===== src/rtl/bcd_digit_char_sequencer_pkg.sv =====
// Shared constants, FSM state type and nibble selection for the BCD digit char sequencer.
package menu_chars_pkg;

    localparam int unsigned ADDR_W     = 7;
    localparam int unsigned NUM_DIGITS = 5;

    localparam logic [ADDR_W-1:0] CHAR_BASE_DIGIT = 7'd0;
    localparam logic [ADDR_W-1:0] CHAR_SPACE      = 7'd36;
    localparam logic [ADDR_W-1:0] CHAR_ERR        = 7'd37;

    localparam logic [2:0] LAST_IDX = 3'(NUM_DIGITS - 1);

    typedef enum logic [1:0] {
        ST_IDLE,
        ST_EMIT,
        ST_FIN
    } state_e;

    // idx 0 selects the ten-thousands nibble, idx 4 the units nibble.
    function automatic logic [3:0] nibble_at(input logic [19:0] v, input logic [2:0] idx);
        logic [3:0] n;
        case (idx)
            3'd0:    n = v[19:16];
            3'd1:    n = v[15:12];
            3'd2:    n = v[11:8];
            3'd3:    n = v[7:4];
            default: n = v[3:0];
        endcase
        return n;
    endfunction

endpackage


===== src/rtl/bcd_digit_char_sequencer_if.sv =====
// Start/value request and char valid/ready stream of the BCD digit char sequencer.
interface bcd_digit_char_sequencer_if;
    import menu_chars_pkg::*;

    logic              start;
    logic [19:0]       bcd_value;
    logic              char_ready;
    logic              char_valid;
    logic [ADDR_W-1:0] char_addr;
    logic [2:0]        char_pos;
    logic              busy;
    logic              done;

    modport slave (
        input  start, bcd_value, char_ready,
        output char_valid, char_addr, char_pos, busy, done
    );

    modport master (
        output start, bcd_value, char_ready,
        input  char_valid, char_addr, char_pos, busy, done
    );

endinterface


===== src/rtl/bcd_digit_char_sequencer_digit_to_char.sv =====
// Combinational BCD nibble to chars-ROM address: digits 0..9 to glyphs, anything else to error glyph.
module bcd_digit_to_char
    import menu_chars_pkg::*;
(
    input  logic [3:0]        nibble_i,
    output logic [ADDR_W-1:0] addr_o
);

    always_comb begin
        if (nibble_i > 4'd9) begin
            addr_o = CHAR_ERR;
        end else begin
            addr_o = CHAR_BASE_DIGIT + {3'b000, nibble_i};
        end
    end

endmodule


===== src/rtl/bcd_digit_char_sequencer.sv =====
// Serialises a latched 5-digit packed BCD value into chars-ROM addresses, MSD first.
// Optional LEADING_ZERO_BLANK_EN replaces leading zeros (except units) with the blank glyph.
module bcd_digit_char_sequencer
    import menu_chars_pkg::*;
(
    input logic                   clk,
    input logic                   rst,
    bcd_digit_char_sequencer_if.slave bus
);

    state_e            state_q, state_d;
    logic [2:0]        idx_q, idx_d;
    logic [19:0]       val_q, val_d;
    logic [3:0]        nib;
    logic [ADDR_W-1:0] digit_addr;
    logic              emit_space;
    logic              start_acc;
    logic              xfer;

    assign nib       = nibble_at(val_q, idx_q);
    assign start_acc = (state_q == ST_IDLE) && bus.start;
    assign xfer      = (state_q == ST_EMIT) && bus.char_ready;

    bcd_digit_to_char u_d2c (
        .nibble_i (nib),
        .addr_o   (digit_addr)
    );

    always_ff @(posedge clk or posedge rst) begin
        if (rst) begin
            state_q <= ST_IDLE;
            idx_q   <= '0;
            val_q   <= '0;
        end else begin
            state_q <= state_d;
            idx_q   <= idx_d;
            val_q   <= val_d;
        end
    end

    always_comb begin
        state_d = state_q;
        idx_d   = idx_q;
        val_d   = val_q;
        case (state_q)
            ST_IDLE: begin
                if (bus.start) begin
                    state_d = ST_EMIT;
                    idx_d   = '0;
                    val_d   = bus.bcd_value;
                end
            end
            ST_EMIT: begin
                if (bus.char_ready) begin
                    if (idx_q == LAST_IDX) begin
                        state_d = ST_FIN;
                    end else begin
                        idx_d = idx_q + 3'd1;
                    end
                end
            end
            ST_FIN:  state_d = ST_IDLE;
            default: state_d = ST_IDLE;
        endcase
    end

`ifdef LEADING_ZERO_BLANK_EN
    logic blank_q, blank_d;

    always_ff @(posedge clk or posedge rst) begin
        if (rst) begin
            blank_q <= 1'b0;
        end else begin
            blank_q <= blank_d;
        end
    end

    // Blanking survives only while every accepted digit was zero; error nibbles count as nonzero.
    always_comb begin
        blank_d = blank_q;
        if (start_acc) begin
            blank_d = 1'b1;
        end else if (xfer && (nib != 4'd0)) begin
            blank_d = 1'b0;
        end
    end

    assign emit_space = blank_q && (nib == 4'd0) && (idx_q != LAST_IDX);
`else
    assign emit_space = 1'b0;
`endif

    always_comb begin
        bus.char_valid = (state_q == ST_EMIT);
        bus.busy       = (state_q != ST_IDLE);
        bus.done       = (state_q == ST_FIN);
        bus.char_addr  = '0;
        bus.char_pos   = '0;
        if (state_q == ST_EMIT) begin
            bus.char_addr = emit_space ? CHAR_SPACE : digit_addr;
            bus.char_pos  = idx_q;
        end
    end

endmodule


===== src/flat_wrapper.sv =====
// flat-port wrapper written by rule: the top's interface ports become plain ports
module bcd_digit_char_sequencer_flat import menu_chars_pkg::*;
  (clk, rst, bus_start, bus_bcd_value, bus_char_ready, bus_char_valid, bus_char_addr, bus_char_pos, bus_busy, bus_done);
  bcd_digit_char_sequencer_if bus_i ();
  input logic clk;
  input logic rst;
  input wire logic [$bits(bus_i.start)-1:0] bus_start;
  input wire logic [$bits(bus_i.bcd_value)-1:0] bus_bcd_value;
  input wire logic [$bits(bus_i.char_ready)-1:0] bus_char_ready;
  output wire logic [$bits(bus_i.char_valid)-1:0] bus_char_valid;
  output wire logic [$bits(bus_i.char_addr)-1:0] bus_char_addr;
  output wire logic [$bits(bus_i.char_pos)-1:0] bus_char_pos;
  output wire logic [$bits(bus_i.busy)-1:0] bus_busy;
  output wire logic [$bits(bus_i.done)-1:0] bus_done;
  assign bus_i.start = bus_start;
  assign bus_i.bcd_value = bus_bcd_value;
  assign bus_i.char_ready = bus_char_ready;
  assign bus_char_valid = bus_i.char_valid;
  assign bus_char_addr = bus_i.char_addr;
  assign bus_char_pos = bus_i.char_pos;
  assign bus_busy = bus_i.busy;
  assign bus_done = bus_i.done;
  bcd_digit_char_sequencer u_core (.clk(clk), .rst(rst), .bus(bus_i));
endmodule

===== config.mk =====
export PLATFORM = sky130hd
export DESIGN_NAME = bcd_digit_char_sequencer_flat
export DESIGN_NICKNAME = d
export VERILOG_FILES = /design/src/rtl/bcd_digit_char_sequencer_pkg.sv /design/src/rtl/bcd_digit_char_sequencer_if.sv /design/src/rtl/bcd_digit_char_sequencer_digit_to_char.sv /design/src/rtl/bcd_digit_char_sequencer.sv /design/src/flat_wrapper.sv
export SDC_FILE = /design/constraint.sdc
export NUM_CORES = 1
export LEC_CHECK = 0
export CORE_UTILIZATION = 35
export CTS_CLUSTER_SIZE = 30
export DETAILED_ROUTE_END_ITERATION = 6
export PLACE_DENSITY = 0.6
export RECOVER_POWER = 50
export SYNTH_ARGS = -nofsm -noshare
export SYNTH_HDL_FRONTEND = slang
export SYNTH_HIERARCHICAL = 1
export SYNTH_SLANG_ARGS = --single-unit

===== constraint.sdc =====
create_clock -name clk -period 3.5 [get_ports clk]
set_input_delay 0.7 -clock clk [delete_from_list [all_inputs] [get_ports clk]]
set_output_delay 0.7 -clock clk [all_outputs]
set_load 0.02 [all_outputs]

==> results.py, run 1 <==
metrics = {
    "clock_network": {
        "ctsHtreeMaxLevel": 1,
        "cts_tree": "done",
        "cts_made_buffers": 3,
        "cts_max_path_buffers": 2,
        "insertion_delay_ns": 0.26,
        "clk_pin_slew_worst_paths_ns": 0.08,
        "cts_sinks": 25,
        "clockRootBuffer": "clkbuf_8",
    },
    "logic_synthesis": {
        "avgSynthCellArea_um2": 12.7,
        "yosysTopAreaCell": "dfrtp_1",
        "async_flop_share_pct": 100,
        "synth.ff_latch_count": 25,
        "synth_top_area_share_pct": 44.4,
        "synthTopCellsByArea": "dfrtp_1 (44%), mux2_4 (22%), ha_1 (4.4%)",
        "syn_area_um2": 1410,
        "synth-edff-count": 0,
        "syn_inst": 111,
        "netlist-cell-type-count": 31,
        "synth_ff_type": "dfrtp_1",
        "yosysSeqAreaShare_pct": 44.4,
        "yosys_warnings": 6,
    },
    "die": {
        "io_pins": 37,
        "num_rows": 22,
        "die-area_um2": 4280,
        "start_util_pct": 37.3,
        "core_um2": 3770,
        "die_h_um": 65.4,
        "die_w_um": 65.4,
    },
    "setup_path": {
        "crit_required_ns": 2.80,
        "crit_family": "buffers and inverters",
        "endpoint_kind": "output pin",
        "crit_arrival_ns": 2.66,
        "cp_max_fo": 7,
        "crit_buf_inv": 3,
        "max_stage_delay_ns": 0.59,
        "crit_chain": "inv_1, ha_2, nor3_2, o21bai_4, buf_4, a21oi_1, o21a_1, and2_1, clkdlybuf4s50_1",
        "cp-start-kind": "flip-flop",
        "path_class": "flip-flop to output pin",
        "cpMaxStageDelayCell": "clkdlybuf4s50_1",
    },
    "layout": {
        "fill_cells": 332,
        "fin_util_pct": 48.4,
        "diodes": 0,
        "layout.nets": 177,
        "layout-drive-gt1-share_pct": 23.1,
        "multiInputGateArea_um2": 724,
        "area_growth_syn_to_layout_pct": 29.7,
        "stdcell_count": 195,
        "ff_latch_area_um2": 627,
        "final_area_um2": 1830,
    },
    "flow_run": {
        "drv_cap": 0,
    },
    "timing": {
        "tightest_slew_ns": 0.916,
        "setup_violations": 0,
        "fin_crit_ns": 3.36,
        "fin_skew_ns": 0.00288,
        "max_freq_mhz": 297,
        "layout_setup_ws_ns": 0.138,
        "tns_ns": 0,
        "slew_viol_final": 0,
        "relSlewSlack_pct": 38.9,
        "grt_setup_unrepaired": "no",
        "holdWs_ns": 0.521,
        "finalHoldViolCount": 0,
        "fin_crit_sh_pct": 96.0,
    },
    "status": {
        "status": "completed",
    },
    "routing": {
        "wirelength_mm": 2.75,
        "drt_iter0_markers": 47,
        "wire_per_inst_um": 14.1,
        "routed-via-count": 957,
        "route.detailed.drc": 0,
        "drt-pass1-iter-count": 4,
        "via_per_inst": 4.91,
        "ant_nets": 0,
    },
    "global_route": {
        "antenna_found_initial": 0,
        "grt.total_usage_pct": 14.6,
        "grt_max_degree": 26,
        "grt_first_pass_wirelength_mm": 4.69,
        "grt_pass1_vias": 998,
        "gr-total-overflow": 0,
    },
    "placement": {
        "dp.final_hpwl_mm": 2.04,
        "io_buffers": 34,
        "dpl.cell_count": 190,
        "placed_cell_area_um2": 1770,
        "pre_cts_slack_ns": 0.272,
        "gp_congestion": 0.737,
    },
    "power": {
        "p_leak_nw": 0.805,
        "ir_drop_mv": 0.548,
        "totalPowerFinal_mw": 1.76,
        "power_density_nw_per_um2": 962,
    },
    "min_path": {
        "holdCritPathClass": "flip-flop to flip-flop",
    },
}
-- kinds of logic (layout without fill, tap and decap cells) --
family          Yosys count  in the layout  synth area share, %
fa+ha+maj                 5              5                 4.44
compound gates           19             19                 11.0
mux                      22             22                 23.1
buf+inv                  10             45                 4.80
simple gates             29             29                 11.9
flops                    25             25                 44.4
other cells               1              2                0.266
-- per-layer routing --
metal,vias up,track usage [%],wire [um]
met1,469,19.4,1270
met2,27,24.5,1330
li1,461,-,-
met4,0,0.815,0
met5,-,0,0
met3,0,4.17,153
-- flip-flops by register name, indices dropped and copies added (netlist names) --
name,count
u_core/idx_q,3
u_core/state_q,2
u_core/val_q,20
-- synthesized netlist by cell type (2+ instances only) --
master	number
dfrtp_1	25
mux2_4	21
nor2_1	8
and2_1	7
inv_1	6
ha_1	5
a21oi_1	4
a222oi_1	4
a22o_1	4
nor2b_1	4
buf_4	2
buf_8	2
-- timing repair --
action                     in CTS  in global routing
setup endpoints to repair       1                  4
setup buffers                   0                  1
gates resized for setup         1                  5
pin swaps                       0                  1
hold buffers                    0                  0
gates cloned                    0                  0
-- cell type report --
| cell class | instances | share of cell area [%] |
|---|---|---|
| flip-flops and latches | 25 | 34.3 |
| multi-input cells | 77 | 39.7 |
| repair buffers | 35 | 19.0 |
| well taps | 48 | 3.29 |
| clock buffers | 4 | 2.47 |
| inverters | 6 | 1.23 |
-- path summary, 6_finish.rpt --
| path | start | end | slack (ns) | cells after the start |
|---|---|---|---|---|
| worst min-delay path | u_core/val_q[0] | u_core/val_q[0] | 0.52 | 1 |
| max in group asynchronous | rst | u_core/idx_q[2] | 1.81 | 2 |
| worst max-delay path | u_core/idx_q[0] | bus_char_addr[5] | 0.14 | 9 |
| worst min register to register | u_core/val_q[0] | u_core/val_q[0] | 0.52 | 1 |
| min in group asynchronous | rst | u_core/val_q[13] | 1.07 | 2 |
| worst max register to register | u_core/state_q[1] | u_core/val_q[8] | 1.70 | 3 |
-- cells in the final DEF, fill, tap and decap left out, types with 2 or more instances in the layout --
cell type	netlist	final
a21oi_1	4	3
a222oi_1	4	4
a22o_1	4	4
and2_1	7	7
clkbuf_8	0	3
clkdlybuf4s50_1	0	31
conb_1	1	2
dfrtp_1	25	24
dlygate4sd3_1	0	2
ha_1	5	4
inv_1	6	6
mux2_4	21	20
nor2_1	8	9
nor2b_1	4	4
-- where the power goes --
| group | switching [mW] | internal [mW] |
|---|---|---|
| clock network | 0.0828 | 0.0812 |
| registers | 0.103 | 0.428 |
| logic | 0.474 | 0.587 |
| total | 0.661 | 1.10 |
Note: power is estimated with default switching activity, not from simulation.
==> run 2, diff against run 1 <==
--- a/config.mk
+++ b/config.mk
@@ -9,7 +9,7 @@
 export CTS_CLUSTER_SIZE = 30
 export DETAILED_ROUTE_END_ITERATION = 6
 export PLACE_DENSITY = 0.6
-export RECOVER_POWER = 50
+export RECOVER_POWER = 100
 export SYNTH_ARGS = -nofsm -noshare
 export SYNTH_HDL_FRONTEND = slang
 export SYNTH_HIERARCHICAL = 1
==> run 2 against run 1 <==
  * The flow now finishes with violations (max-capacitance violations, max-slew violations)
  * Clock skew about the same
  * Non-clock buffer count unchanged
  * Cell count unchanged
  * Clock power about the same
  * Sequential power decreased by 1%
  * Clock-buffer cell count unchanged
  * Core utilization decreased by 2.0 points
  * Worst hold slack got worse by 0.027 ns
  * Critical path type unchanged
  * Largest power group unchanged
  * Highest routed layer unchanged
==> results.py, run 2 (synthesis gave the netlist of run 1 again) <==
metrics = {
    "global_route": {
        "grt_max_degree": 26,
        "grt.total_usage_pct": 14.6,
        "antenna_found_initial": 0,
        "gr-total-overflow": 0,
        "grt_pass1_vias": 998,
        "grt_first_pass_wirelength_mm": 4.69,
    },
    "min_path": {
        "holdCritPathClass": "flip-flop to flip-flop",
    },
    "clock_network": {
        "cts_tree": "done",
        "insertion_delay_ns": 0.26,
        "holdBufCountCts": 0,
        "cts_max_path_buffers": 2,
        "clk_pin_slew_worst_paths_ns": 0.08,
        "clockRootBuffer": "clkbuf_8",
        "cts_sinks": 25,
        "cts_made_buffers": 3,
        "ctsHtreeMaxLevel": 1,
    },
    "routing": {
        "via_per_inst": 4.94,
        "routed-via-count": 963,
        "ant_nets": 0,
        "drt_iter0_markers": 42,
        "drt-pass1-iter-count": 4,
        "route.detailed.drc": 0,
        "wirelength_mm": 2.65,
        "wire_per_inst_um": 13.6,
    },
    "timing": {
        "grt_setup_unrepaired": "no",
        "tightest_slew_ns": 1.62,
        "tns_ns": 0,
        "slew_viol_final": 21,
        "setup_violations": 0,
        "fin_crit_sh_pct": 96.3,
        "max_freq_mhz": 297,
        "fin_crit_ns": 3.37,
        "finalHoldViolCount": 0,
        "relSlewSlack_pct": -8.31,
        "fin_skew_ns": 0.00262,
    },
    "setup_path": {
        "crit_chain": "inv_1, ha_2, nor3_2, o21bai_4, buf_4, a21oi_1, o21a_1, and2_1, clkdlybuf4s50_1",
        "max_stage_delay_ns": 0.59,
        "r2r_slack_ns": 1.05,
        "cp_max_fo": 7,
        "path_class": "flip-flop to output pin",
        "rr_worst_depth": 3,
        "cpMaxStageDelayCell": "clkdlybuf4s50_1",
        "crit_buf_inv": 3,
        "crit_arrival_ns": 2.67,
        "reg2reg_from": "u_core/state_q[1]",
        "startpoint": "u_core/idx_q[0]",
        "endpoint_kind": "output pin",
        "reg2reg_to": "u_core/val_q[2]",
        "crit_family": "buffers and inverters",
        "crit_required_ns": 2.80,
        "cp.depth": 9,
        "cp-start-kind": "flip-flop",
        "crit_path_end": "bus_char_addr[5]",
    },
    "layout": {
        "layout-drive-gt1-share_pct": 13.6,
        "fin_util_pct": 46.4,
        "diodes": 0,
        "largest_register_ffs": 20,
        "area_growth_syn_to_layout_pct": 24.4,
        "regMostFlops": "u_core/val_q",
        "final_common_cell": "clkdlybuf4s50_1",
        "final_cell_mix": "clkdlybuf4s50_1 (25), dfrtp_1 (24), mux2_1 (14), nor2_1 (10), dlygate4sd3_1 (8)",
        "reg.largest.list": "u_core/val_q x20, u_core/idx_q x3, u_core/state_q x2",
        "layout.nets": 177,
    },
    "die": {
        "die-area_um2": 4280,
        "die_h_um": 65.4,
        "die_w_um": 65.4,
        "start_util_pct": 37.3,
        "core_um2": 3770,
        "num_rows": 22,
        "io_pins": 37,
    },
    "power": {
        "p_leak_nw": 0.752,
        "ir_drop_mv": 0.528,
        "totalPowerFinal_mw": 1.63,
        "power_density_nw_per_um2": 932,
    },
    "flow_run": {
        "drv_cap": 1,
    },
    "placement": {
        "gp_congestion": 0.737,
        "io_buffers": 34,
        "dp.final_hpwl_mm": 2.04,
    },
    "status": {
        "violations": "max-capacitance violations, max-slew violations",
        "status": "finished, violations left",
    },
}
-- run 2: changes by cell type in the layout (fill, tap and decap cells not counted), sizes merged --
cell | before | now
clkdlybuf4s50 | 31 | 25
dlygate4sd3 | 2 | 8
-- run 2: timing repair --
item	CTS	global route
buffers inserted	0	1
cloned	0	0
setup endpoints to repair	1	4
gates resized for setup	1	5
pin swaps	0	1
-- run 2: worst min-delay path by stage --
stage	endpoint	from	slack (ns)	cells after the start
final	u_core/val_q[0]	u_core/val_q[0]	0.49	1
after floorplan	u_core/val_q[4]	u_core/val_q[4]	0.48	1
after global routing	u_core/val_q[12]	u_core/val_q[12]	0.53	1
after global placement	u_core/val_q[8]	u_core/val_q[8]	0.50	1
after CTS	u_core/val_q[0]	u_core/val_q[0]	0.52	1
after detailed placement	u_core/val_q[0]	u_core/val_q[0]	0.50	1
-- run 2: cell type report --
class,count,area [um2]
fillers,352,2020
inverters,6,22.5
clock buffers,4,45.0
well taps,48,60.1
flip-flops and latches,25,627
multi-input cells,77,649
repair buffers,35,347
-- run 2: power by group --
part | total (mW) | leakage [nW] | internal (mW) | switching (mW)
combinational | 0.941 | 0.432 | 0.485 | 0.456
sequential | 0.525 | 0.297 | 0.428 | 0.0974
clock | 0.165 | 0.0228 | 0.0812 | 0.0834
-- run 2: routing by layer --
layer | vias up | routed length [um] | track usage, %
met5 | - | 0 | 0
met4 | 0 | 0 | 0.815
met3 | 0 | 137 | 4.17
met2 | 22 | 1320 | 24.5
met1 | 475 | 1200 | 19.4
li1 | 466 | - | -
-- run 2: stage by stage --
stage	std cells	hold WS, ns	area [um2]	worst slack [ns]
2_1_floorplan	112	0.481	1410	0.908
3_3_place_gp	190	0.504	1770	0.338
3_5_place_dp	190	0.497	1770	0.272
4_1_cts	194	0.524	1810	0.0340
5_1_grt	195	0.530	1750	0.00113
6_report	195	0.494	1750	0.130
